<file path="src/rtl/breadboard_sweep_ctrl.sv">
// Self-test sequencer for the f6..f9 breadboard stage: sweeps all 16 input codes,
// captures r6..r9 for each code and scores the captures against golden truth tables.
module breadboard_sweep_ctrl #(
    parameter int unsigned SETTLE_CYCLES = 2,
    parameter logic [15:0] GOLD_F6       = 16'h212E,
    parameter logic [15:0] GOLD_F7       = 16'h1668,
    parameter logic [15:0] GOLD_F8       = 16'h8888,
    parameter logic [15:0] GOLD_F9       = 16'h6996
) (
    input  logic       clk,
    input  logic       rst_n,
    input  logic       start,
    output logic       w,
    output logic       x,
    output logic       y,
    output logic       z,
    input  logic       r6,
    input  logic       r7,
    input  logic       r8,
    input  logic       r9,
    output logic       busy,
    output logic       done,
    output logic       pass,
    output logic [4:0] err_count,
    output logic       first_err_valid,
    output logic [3:0] first_err_idx,
    input  logic [3:0] rd_idx,
    output logic [3:0] rd_data
);

    // A zero settle window would sample in the same cycle the code changes.
    localparam int unsigned SettleEff = (SETTLE_CYCLES == 0) ? 1 : SETTLE_CYCLES;
    localparam int unsigned SettleW   = (SettleEff > 1) ? $clog2(SettleEff) : 1;
    localparam logic [SettleW-1:0] SettleLast = SettleW'(SettleEff - 1);

    typedef enum logic [1:0] {
        StIdle,
        StDrive,
        StSample,
        StDone
    } state_e;

    state_e             state_q, state_d;
    logic [4:0]         code_q, code_d;
    logic [SettleW-1:0] settle_q, settle_d;
    logic [4:0]         err_count_q, err_count_d;
    logic               first_err_valid_q, first_err_valid_d;
    logic [3:0]         first_err_idx_q, first_err_idx_d;
    logic               pass_q, pass_d;
    logic [3:0]         cap_table_q [16];
    logic               cap_we;

    logic [3:0] sample;
    logic [3:0] golden;
    logic       mismatch;

    assign sample   = {r6, r7, r8, r9};
    assign golden   = {GOLD_F6[code_q[3:0]], GOLD_F7[code_q[3:0]],
                       GOLD_F8[code_q[3:0]], GOLD_F9[code_q[3:0]]};
    assign mismatch = (sample != golden);

    always_comb begin
        state_d           = state_q;
        code_d            = code_q;
        settle_d          = settle_q;
        err_count_d       = err_count_q;
        first_err_valid_d = first_err_valid_q;
        first_err_idx_d   = first_err_idx_q;
        pass_d            = pass_q;
        cap_we            = 1'b0;

        unique case (state_q)
            StIdle: begin
                if (start) begin
                    err_count_d       = 5'd0;
                    first_err_valid_d = 1'b0;
                    first_err_idx_d   = 4'd0;
                    pass_d            = 1'b0;
                    code_d            = 5'd0;
                    settle_d          = '0;
                    state_d           = StDrive;
                end
            end
            StDrive: begin
                settle_d = settle_q + 1'b1;
                if (settle_q == SettleLast) begin
                    state_d = StSample;
                end
            end
            StSample: begin
                cap_we = 1'b1;
                if (mismatch) begin
                    err_count_d = err_count_q + 5'd1;
                    if (!first_err_valid_q) begin
                        first_err_valid_d = 1'b1;
                        first_err_idx_d   = code_q[3:0];
                    end
                end
                if (code_q == 5'd15) begin
                    state_d = StDone;
                end else begin
                    code_d   = code_q + 5'd1;
                    settle_d = '0;
                    state_d  = StDrive;
                end
            end
            StDone: begin
                pass_d  = (err_count_q == 5'd0);
                state_d = StIdle;
            end
            default: begin
                state_d = StIdle;
            end
        endcase
    end

    always_ff @(posedge clk or negedge rst_n) begin
        if (!rst_n) begin
            state_q           <= StIdle;
            code_q            <= 5'd0;
            settle_q          <= '0;
            err_count_q       <= 5'd0;
            first_err_valid_q <= 1'b0;
            first_err_idx_q   <= 4'd0;
            pass_q            <= 1'b0;
        end else begin
            state_q           <= state_d;
            code_q            <= code_d;
            settle_q          <= settle_d;
            err_count_q       <= err_count_d;
            first_err_valid_q <= first_err_valid_d;
            first_err_idx_q   <= first_err_idx_d;
            pass_q            <= pass_d;
        end
    end

    always_ff @(posedge clk or negedge rst_n) begin
        if (!rst_n) begin
            for (int i = 0; i < 16; i++) begin
                cap_table_q[i] <= 4'd0;
            end
        end else if (cap_we) begin
            cap_table_q[code_q[3:0]] <= sample;
        end
    end

    assign busy            = (state_q == StDrive) || (state_q == StSample);
    assign done            = (state_q == StDone);
    assign {w, x, y, z}    = busy ? code_q[3:0] : 4'd0;
    assign pass            = pass_q;
    assign err_count       = err_count_q;
    assign first_err_valid = first_err_valid_q;
    assign first_err_idx   = first_err_idx_q;
    assign rd_data         = cap_table_q[rd_idx];

endmodule

</file>
<file path="config.mk">
export PLATFORM = sky130hd
export DESIGN_NAME = breadboard_sweep_ctrl
export DESIGN_NICKNAME = d
export VERILOG_FILES = /design/src/rtl/breadboard_sweep_ctrl.sv
export SDC_FILE = /design/constraint.sdc
export NUM_CORES = 1
export LEC_CHECK = 0
export BUFFER_PORTS_ARGS = -buffer_cell sky130_fd_sc_hd__buf_4
export CORE_UTILIZATION = 60
export CTS_CLUSTER_SIZE = 20
export DETAILED_ROUTE_END_ITERATION = 16
export PLACE_DENSITY = 0.8
export SLEW_MARGIN = 5
export SYNTH_ARGS = -nofsm -noshare
export SYNTH_HDL_FRONTEND = slang
export SYNTH_SLANG_ARGS = --single-unit
</file>
<file path="constraint.sdc">
create_clock -name clk -period 2.6 [get_ports clk]
set_clock_uncertainty 0.15 [all_clocks]
set_input_delay 0.13 -clock clk [delete_from_list [all_inputs] [get_ports clk]]
set_output_delay 0.13 -clock clk [all_outputs]
set_load 0.005 [all_outputs]
</file>
==> results of run 1 <==
## cells in the final DEF, fill, tap and decap left out, types with 2 or more instances in the layout
cell	instances
nand4_1	4
or4b_1	2
ha_1	11
nand4b_1	3
and3b_1	2
nand3_1	21
mux2_2	68
xnor2_1	5
and2_1	4
clkinv_2	2
a22o_1	3
o31ai_1	2
dlygate4sd3_1	2
nor2b_1	7
buf_4	42
nor3_1	3
dfrtp_1	83
nand2_1	23
inv_1	7
a21oi_1	3
mux2i_1	6
bufinv_16	2
clkbuf_8	9
o21ai_0	5
nor2_1	7
inv_6	3
mux4_2	20
or3_1	4
a31oi_1	2
## cells in the mapped netlist, drive strengths merged (3+ instances only)
master	instances
nand2	23
clkbuf	11
mux2	68
nand4b	3
mux2i	6
nand4	4
nor2	7
nor2b	7
a22o	3
o21ai	5
nor3	3
mux4	20
buf	11
xnor2	5
dfrtp	83
or3	4
inv	7
nand3	21
a21oi	3
ha	11
and2	4
## layout make-up
class	count	area [µm²]	share of cell area, %
Sequential cell	83	2080	42.9
Clock inverter	7	96.3	1.99
Clock buffer	9	124	2.56
Timing Repair Buffer	45	355	7.34
Tap cell	96	120	2.48
Inverter	7	26.3	0.543
Multi-Input combinational cell	214	2040	42.2
## state kept, by name, indices dropped and copies added, names as in the netlist
| name | cells |
|---|---|
| first_err_valid | 1 |
| first_err_idx | 4 |
| state_q | 2 |
| code_q | 5 |
| err_count | 5 |
| pass | 1 |
| settle_q | 1 |
| cap_table_q | 64 |
## power groups by stage
stage / registers (mW) / logic, mW / clock network (mW)
after floorplan: 1.76 / 1.07 / 0
after global routing: 1.86 / 1.66 / 1.11
after detailed placement: 1.84 / 1.50 / 0
after CTS: 1.81 / 1.51 / 1.05
after global placement: 1.81 / 1.46 / 0
final: 1.82 / 1.51 / 1.02
## metrics by stage
stage	instances	hold slack (ns)	setup slack [ns]	instance area, µm²
2_1_floorplan	326	-0.316	0.231	4250
3_3_place_gp	443	-0.0359	0.267	4600
3_5_place_dp	443	-0.0363	0.198	4600
4_1_cts	461	0.0155	0.161	4840
5_1_grt	461	0.0276	0.00436	4840
6_report	461	0.0289	0.170	4840
## path summary, 6_finish.rpt
kind                       slack (ns)       startpoint          endpoint
setup reg to reg                 0.17        code_q[0]  first_err_idx[0]
setup / recovery                 0.17        code_q[0]  first_err_idx[0]
min in group asynchronous        0.10            rst_n      err_count[0]
max in group asynchronous        1.58            rst_n   cap_table_q[28]
hold reg to reg                  0.36  cap_table_q[19]   cap_table_q[19]
hold / removal                   0.03               r7   cap_table_q[38]
## layer usage
metal	GRT usage, %	vias to the layer above	wire, µm
li1	-	1259	-
met1	35.7	1343	3950
met2	40.3	46	4040
met3	6.35	8	279
met4	5.91	0	86
met5	0	-	0
## what timing repair did
item                      4_1_cts  5_1_grt
setup buffers                   0        0
hold endpoints to repair       84        0
hold buffers                    2        0
## logic make-up after synthesis
family / synth area share (%)
fa+ha+maj: 3.24
flops: 48.9
simple gates: 10.3
xor+xnor: 1.24
buf+inv: 3.04
mux: 30.1
compound gates: 3.21
==> impl_metrics.env, run 1 <==
export IMPL_start_util_pct=62.1
export IMPL_gp_congestion=0.817
export IMPL_antenna_found_initial=0
export IMPL_vias=2656
export IMPL_yosys_warnings=0
export IMPL_rows=30
export IMPL_gr_usage_all_layers_pct=25.5
export IMPL_fin_util_pct=70.8
export IMPL_period_share_pct=93.5
export IMPL_clockRootBuffer="clkbuf_8"
export IMPL_synthTopCellsByArea="dfrtp_1 49%, mux2_2 18%, mux4_2 11%, ha_1 3.2%, nand3_1 2.5%"
export IMPL_postSynth_asyncResetShare_pct=100
export IMPL_path_class="register to register"
export IMPL_syn_num_nets=348
export IMPL_hp_class="primary input to register"
export IMPL_synth_avg_cell_area_um2=13.0
export IMPL_drv_slew=0
export IMPL_synthCells=326
export IMPL_drc_errors=0
export IMPL_die_y_um=86.1
export IMPL_power_frac_seq_pct=41.8
export IMPL_ys_flop_type="dfrtp_1"
export IMPL_core_region_area_um2=6830
export IMPL_crit_slowest_cell="dfrtp_1"
export IMPL_ant_nets=0
export IMPL_setup_violations=0
export IMPL_finalHoldViolCount=0
export IMPL_max_cap_violations=0
export IMPL_grt_pass1_vias=2723
export IMPL_ir_drop_v=0.000453
export IMPL_io_pins=32
export IMPL_grt_overflow=0
export IMPL_io_buffers=31
export IMPL_finalCriticalPeriod_ns=2.43
export IMPL_path_cells="inv_1, ha_1, xor2_1, xnor2_1, a211oi_1, a31o_1, buf_4, or3_1, nand3_1"
export IMPL_p_per_area_nw_per_um2=899
export IMPL_max_slew_margin_rel_pct=69.5
export IMPL_path_delay_family="simple AND/OR/NAND/NOR gates"
export IMPL_clk_pin_slew_ns=0.08
export IMPL_syn_area_um2=4250
export IMPL_cp_slowest_stage_delay_ns=0.40
export IMPL_p_int_mw=2.94
export IMPL_p_sw_share_pct=32.4
export IMPL_cp_num_cells=9
export IMPL_dieArea_um2=7420
export IMPL_clk_latency_ns=0.36
export IMPL_ys_seq_elements=83
export IMPL_power_total_mw=4.35
export IMPL_total_leakage_power_nw=2.10
export IMPL_worstPathRequired_ns=2.75
export IMPL_synth_seq_area_share_pct=48.9
export IMPL_synth_distinct_cells=36
export IMPL_fmaxAchievable_ghz=0.411
export IMPL_wl_per_cell_um=18.1
export IMPL_drt_wl_total_mm=8.36
export IMPL_dr_first_iter_drc_count=147
export IMPL_drive_above_1_share_pct=40.3
export IMPL_htreeDepth=3
export IMPL_ctsResizeCount=0
export IMPL_clkPwrFrac_pct=23.5
export IMPL_synth_largest_area_cell="dfrtp_1"
export IMPL_synth_edf_count=0
export IMPL_arrival_ns=2.58
export IMPL_firstDrtPassIters=4
export IMPL_reg2reg_depth=9
export IMPL_grt_pass1_wl_mm=14.0
export IMPL_rsz0062_at_grt="false"
export IMPL_tritoncts="done"
export IMPL_cp_start_kind="register"
export IMPL_cp_buffers_inverters=2
export IMPL_worstMarginPinSlew_ns=0.457
export IMPL_antenna_cells=0
export IMPL_area_delta_synth_final_pct=14.0
export IMPL_die_x_um=86.1
export IMPL_grt_start_max_net_pins=50
export IMPL_via_per_inst=5.76
export IMPL_nFillCells=478
export IMPL_cts_buffer_depth=2
export IMPL_critical_path_max_fanout=9
export IMPL_synth_top_cell_area_share_pct=48.9
export IMPL_tns_ns=0
export IMPL_worstSetupEndpointType="register"
export IMPL_hold_depth=2
export IMPL_nets=382
export IMPL_status="completed"
export IMPL_clock_sinks=83
export IMPL_combPwrFrac_pct=34.7
export IMPL_switchingPower_mw=1.41
export IMPL_post_dp_hpwl_mm=5.80
export IMPL_cts_made_buffers=9
(Power assumes the default switching activity.)
==> inputs of run 2 (changes only) <==
--- a/config.mk
+++ b/config.mk
@@ -6,6 +6,7 @@
 export NUM_CORES = 1
 export LEC_CHECK = 0
 export BUFFER_PORTS_ARGS = -buffer_cell sky130_fd_sc_hd__buf_4
+export CORE_ASPECT_RATIO = 2
 export CORE_UTILIZATION = 60
 export CTS_CLUSTER_SIZE = 20
 export DETAILED_ROUTE_END_ITERATION = 16
==> constraint.sdc (replaced) <==
create_clock -name clk -period 3.1 [get_ports clk]
set_clock_uncertainty 0.15 [all_clocks]
set_input_delay 0.155 -clock clk [delete_from_list [all_inputs] [get_ports clk]]
set_output_delay 0.155 -clock clk [all_outputs]
set_load 0.005 [all_outputs]
==> run 2 against run 1 <==
  * Cell count down 2.8%
  * Clock power is 11% higher
  * Sequential power down 16%
  * Global-route usage rose by 1.8 points
  * Setup slack better by 0.26 ns
  * Maximum frequency decreased by 9.0%
  * Register-to-register slack better by 0.26 ns
  * Sequential cell count unchanged
  * Utilization down 0.20 points
  * Total power is 11% lower
  * Via count grew 1.8%
  * Design area grew 0.52%
==> impl_metrics.env, run 2 (synthesis gave the netlist of run 1 again) <==
export IMPL_fin_ws_ns=0.429
export IMPL_cts_made_buffers=9
export IMPL_fmaxAchievable_ghz=0.374
export IMPL_finalHoldViolCount=0
export IMPL_total_leakage_power_nw=2.10
export IMPL_clk_latency_ns=0.34
export IMPL_vias=2705
export IMPL_via_per_inst=6.04
export IMPL_htreeDepth=3
export IMPL_drc_errors=0
export IMPL_dp_cells=431
export IMPL_worst_hold_slack_ns=0.0534
export IMPL_grt_start_max_net_pins=84
export IMPL_p_int_mw=2.71
export IMPL_path_cells="inv_1, ha_1, xor2_1, xnor2_1, a211oi_1, a31o_1, buf_4, mux2_2"
export IMPL_worstPathRequired_ns=3.17
export IMPL_period_share_pct=86.2
export IMPL_clockRootBuffer="clkbuf_16"
export IMPL_tns_ns=0
export IMPL_critical_path_max_fanout=14
export IMPL_io_buffers=31
export IMPL_ir_drop_v=0.000498
export IMPL_path_class="register to register"
export IMPL_worstMarginPinSlew_ns=1.05
export IMPL_antenna_cells=0
export IMPL_die_y_um=121
export IMPL_final_cell_mix="83 x dfrtp_1, 68 x mux2_2, 37 x buf_4"
export IMPL_drive_above_1_share_pct=38.8
export IMPL_power_total_mw=3.89
export IMPL_crit_start="code_q[0]"
export IMPL_rows=43
export IMPL_largest_reg_flops=64
export IMPL_grt_overflow=0
export IMPL_p_per_area_nw_per_um2=800
export IMPL_cts_buffer_depth=2
export IMPL_drv_slew=0
export IMPL_post_cts_buffers=0
export IMPL_dr_first_iter_drc_count=131
export IMPL_clock_sinks=83
export IMPL_rrSetupSlack_ns=0.43
export IMPL_start_util_pct=61.6
export IMPL_status="completed"
export IMPL_cp_slowest_stage_delay_ns=0.48
export IMPL_die_x_um=61.5
export IMPL_grt_pass1_wl_mm=14.0
export IMPL_grt_pass1_vias=2728
export IMPL_p_sw_share_pct=30.4
export IMPL_hp_class="primary input to register"
export IMPL_reg2reg_depth=8
export IMPL_area_delta_synth_final_pct=14.6
export IMPL_io_pins=32
export IMPL_rsz0062_at_grt="false"
export IMPL_dieArea_um2=7440
export IMPL_combPwrFrac_pct=31.8
export IMPL_stdcell_count=448
export IMPL_max_cap_violations=0
export IMPL_gp_congestion=0.866
export IMPL_firstDrtPassIters=4
export IMPL_wl_per_cell_um=19.8
export IMPL_reg2reg_from="code_q[0]"
export IMPL_fin_util_pct=70.6
export IMPL_hold_depth=3
export IMPL_core_region_area_um2=6890
export IMPL_layout_commonest_cell="dfrtp_1"
export IMPL_regMostFlops="cap_table_q"
export IMPL_ant_nets=0
export IMPL_cp_start_kind="register"
export IMPL_hold_path_end="code_q[4]"
export IMPL_regToRegEndpoint="first_err_valid"
export IMPL_clkPwrFrac_pct=29.2
export IMPL_place_ws_ns=0.430
export IMPL_gr_usage_all_layers_pct=27.2
export IMPL_place_area_um2=4530
export IMPL_switchingPower_mw=1.18
export IMPL_nets=375
export IMPL_drt_wl_total_mm=8.86
export IMPL_final_area_um2=4860
export IMPL_finalCriticalPeriod_ns=2.67
export IMPL_max_slew_margin_rel_pct=30.1
export IMPL_tritoncts="done"
export IMPL_arrival_ns=2.74
export IMPL_power_frac_seq_pct=39.1
export IMPL_crit_slowest_cell="dfrtp_1"
export IMPL_setup_violations=0
export IMPL_post_dp_hpwl_mm=6.28
export IMPL_min_from="start"
export IMPL_worstSetupEndpointType="register"
export IMPL_clk_pin_slew_ns=0.06
export IMPL_antenna_found_initial=0
[run 2: cell types whose count changed in the layout (fill, tap and decap cells not counted), sizes merged]
| cell | change |
|---|---|
| dlygate4sd3 | -1 |
| buf | -6 |
| inv | -3 |
| clkbuf | +3 |
[run 2: what timing repair did]
action / CTS / global route
hold endpoints to repair: 83 / 0
resized for setup: 0 / 0
hold buffers: 1 / 0
[run 2: layer usage]
layer	up-vias	routed length [µm]	global-route usage, %
li1	1246	-	-
met1	1381	3220	29.9
met2	60	5060	47.7
met3	18	256	5.54
met4	0	323	12.8
met5	-	0	0
[run 2: cell type report]
cell class	count	area, µm²
tap	90	113
clock buffer	12	246
sequential	83	2080
clock inverter	4	73.8
multi-input combinational	214	2040
fill	520	2020
timing repair buffer	38	288
inverter	7	26.3
[run 2: worst max path at each step]
stage | depth (start not counted) | slack, ns | endpoint
floorplan | 9 | 0.73 | err_count[3]
global placement | 8 | 0.51 | first_err_valid
detailed placement | 8 | 0.43 | first_err_valid
CTS | 8 | 0.43 | first_err_valid
global route | 8 | 0.28 | first_err_valid
finish | 8 | 0.43 | first_err_valid
[run 2: worst max-delay path, delay by kind of cell, from the launching register on]
| kind | cells | cell delay, ns |
|---|---|---|
| AO/OA/AOI/OAI | 2 | 0.58 |
| flip-flops | 1 | 0.48 |
| adder cells (fa/ha/maj) | 1 | 0.37 |
| buffers and inverters | 2 | 0.32 |
| XOR/XNOR | 2 | 0.32 |
| multiplexers | 1 | 0.32 |
[run 2: power groups by stage]
stage | Combinational, mW | Clock, mW | Sequential [mW]
2_1_floorplan | 0.893 | 0 | 1.47
3_3_place_gp | 1.21 | 0 | 1.52
5_1_grt | 1.36 | 1.20 | 1.55
6_report | 1.24 | 1.13 | 1.52
3_5_place_dp | 1.24 | 0 | 1.54
4_1_cts | 1.25 | 1.16 | 1.52
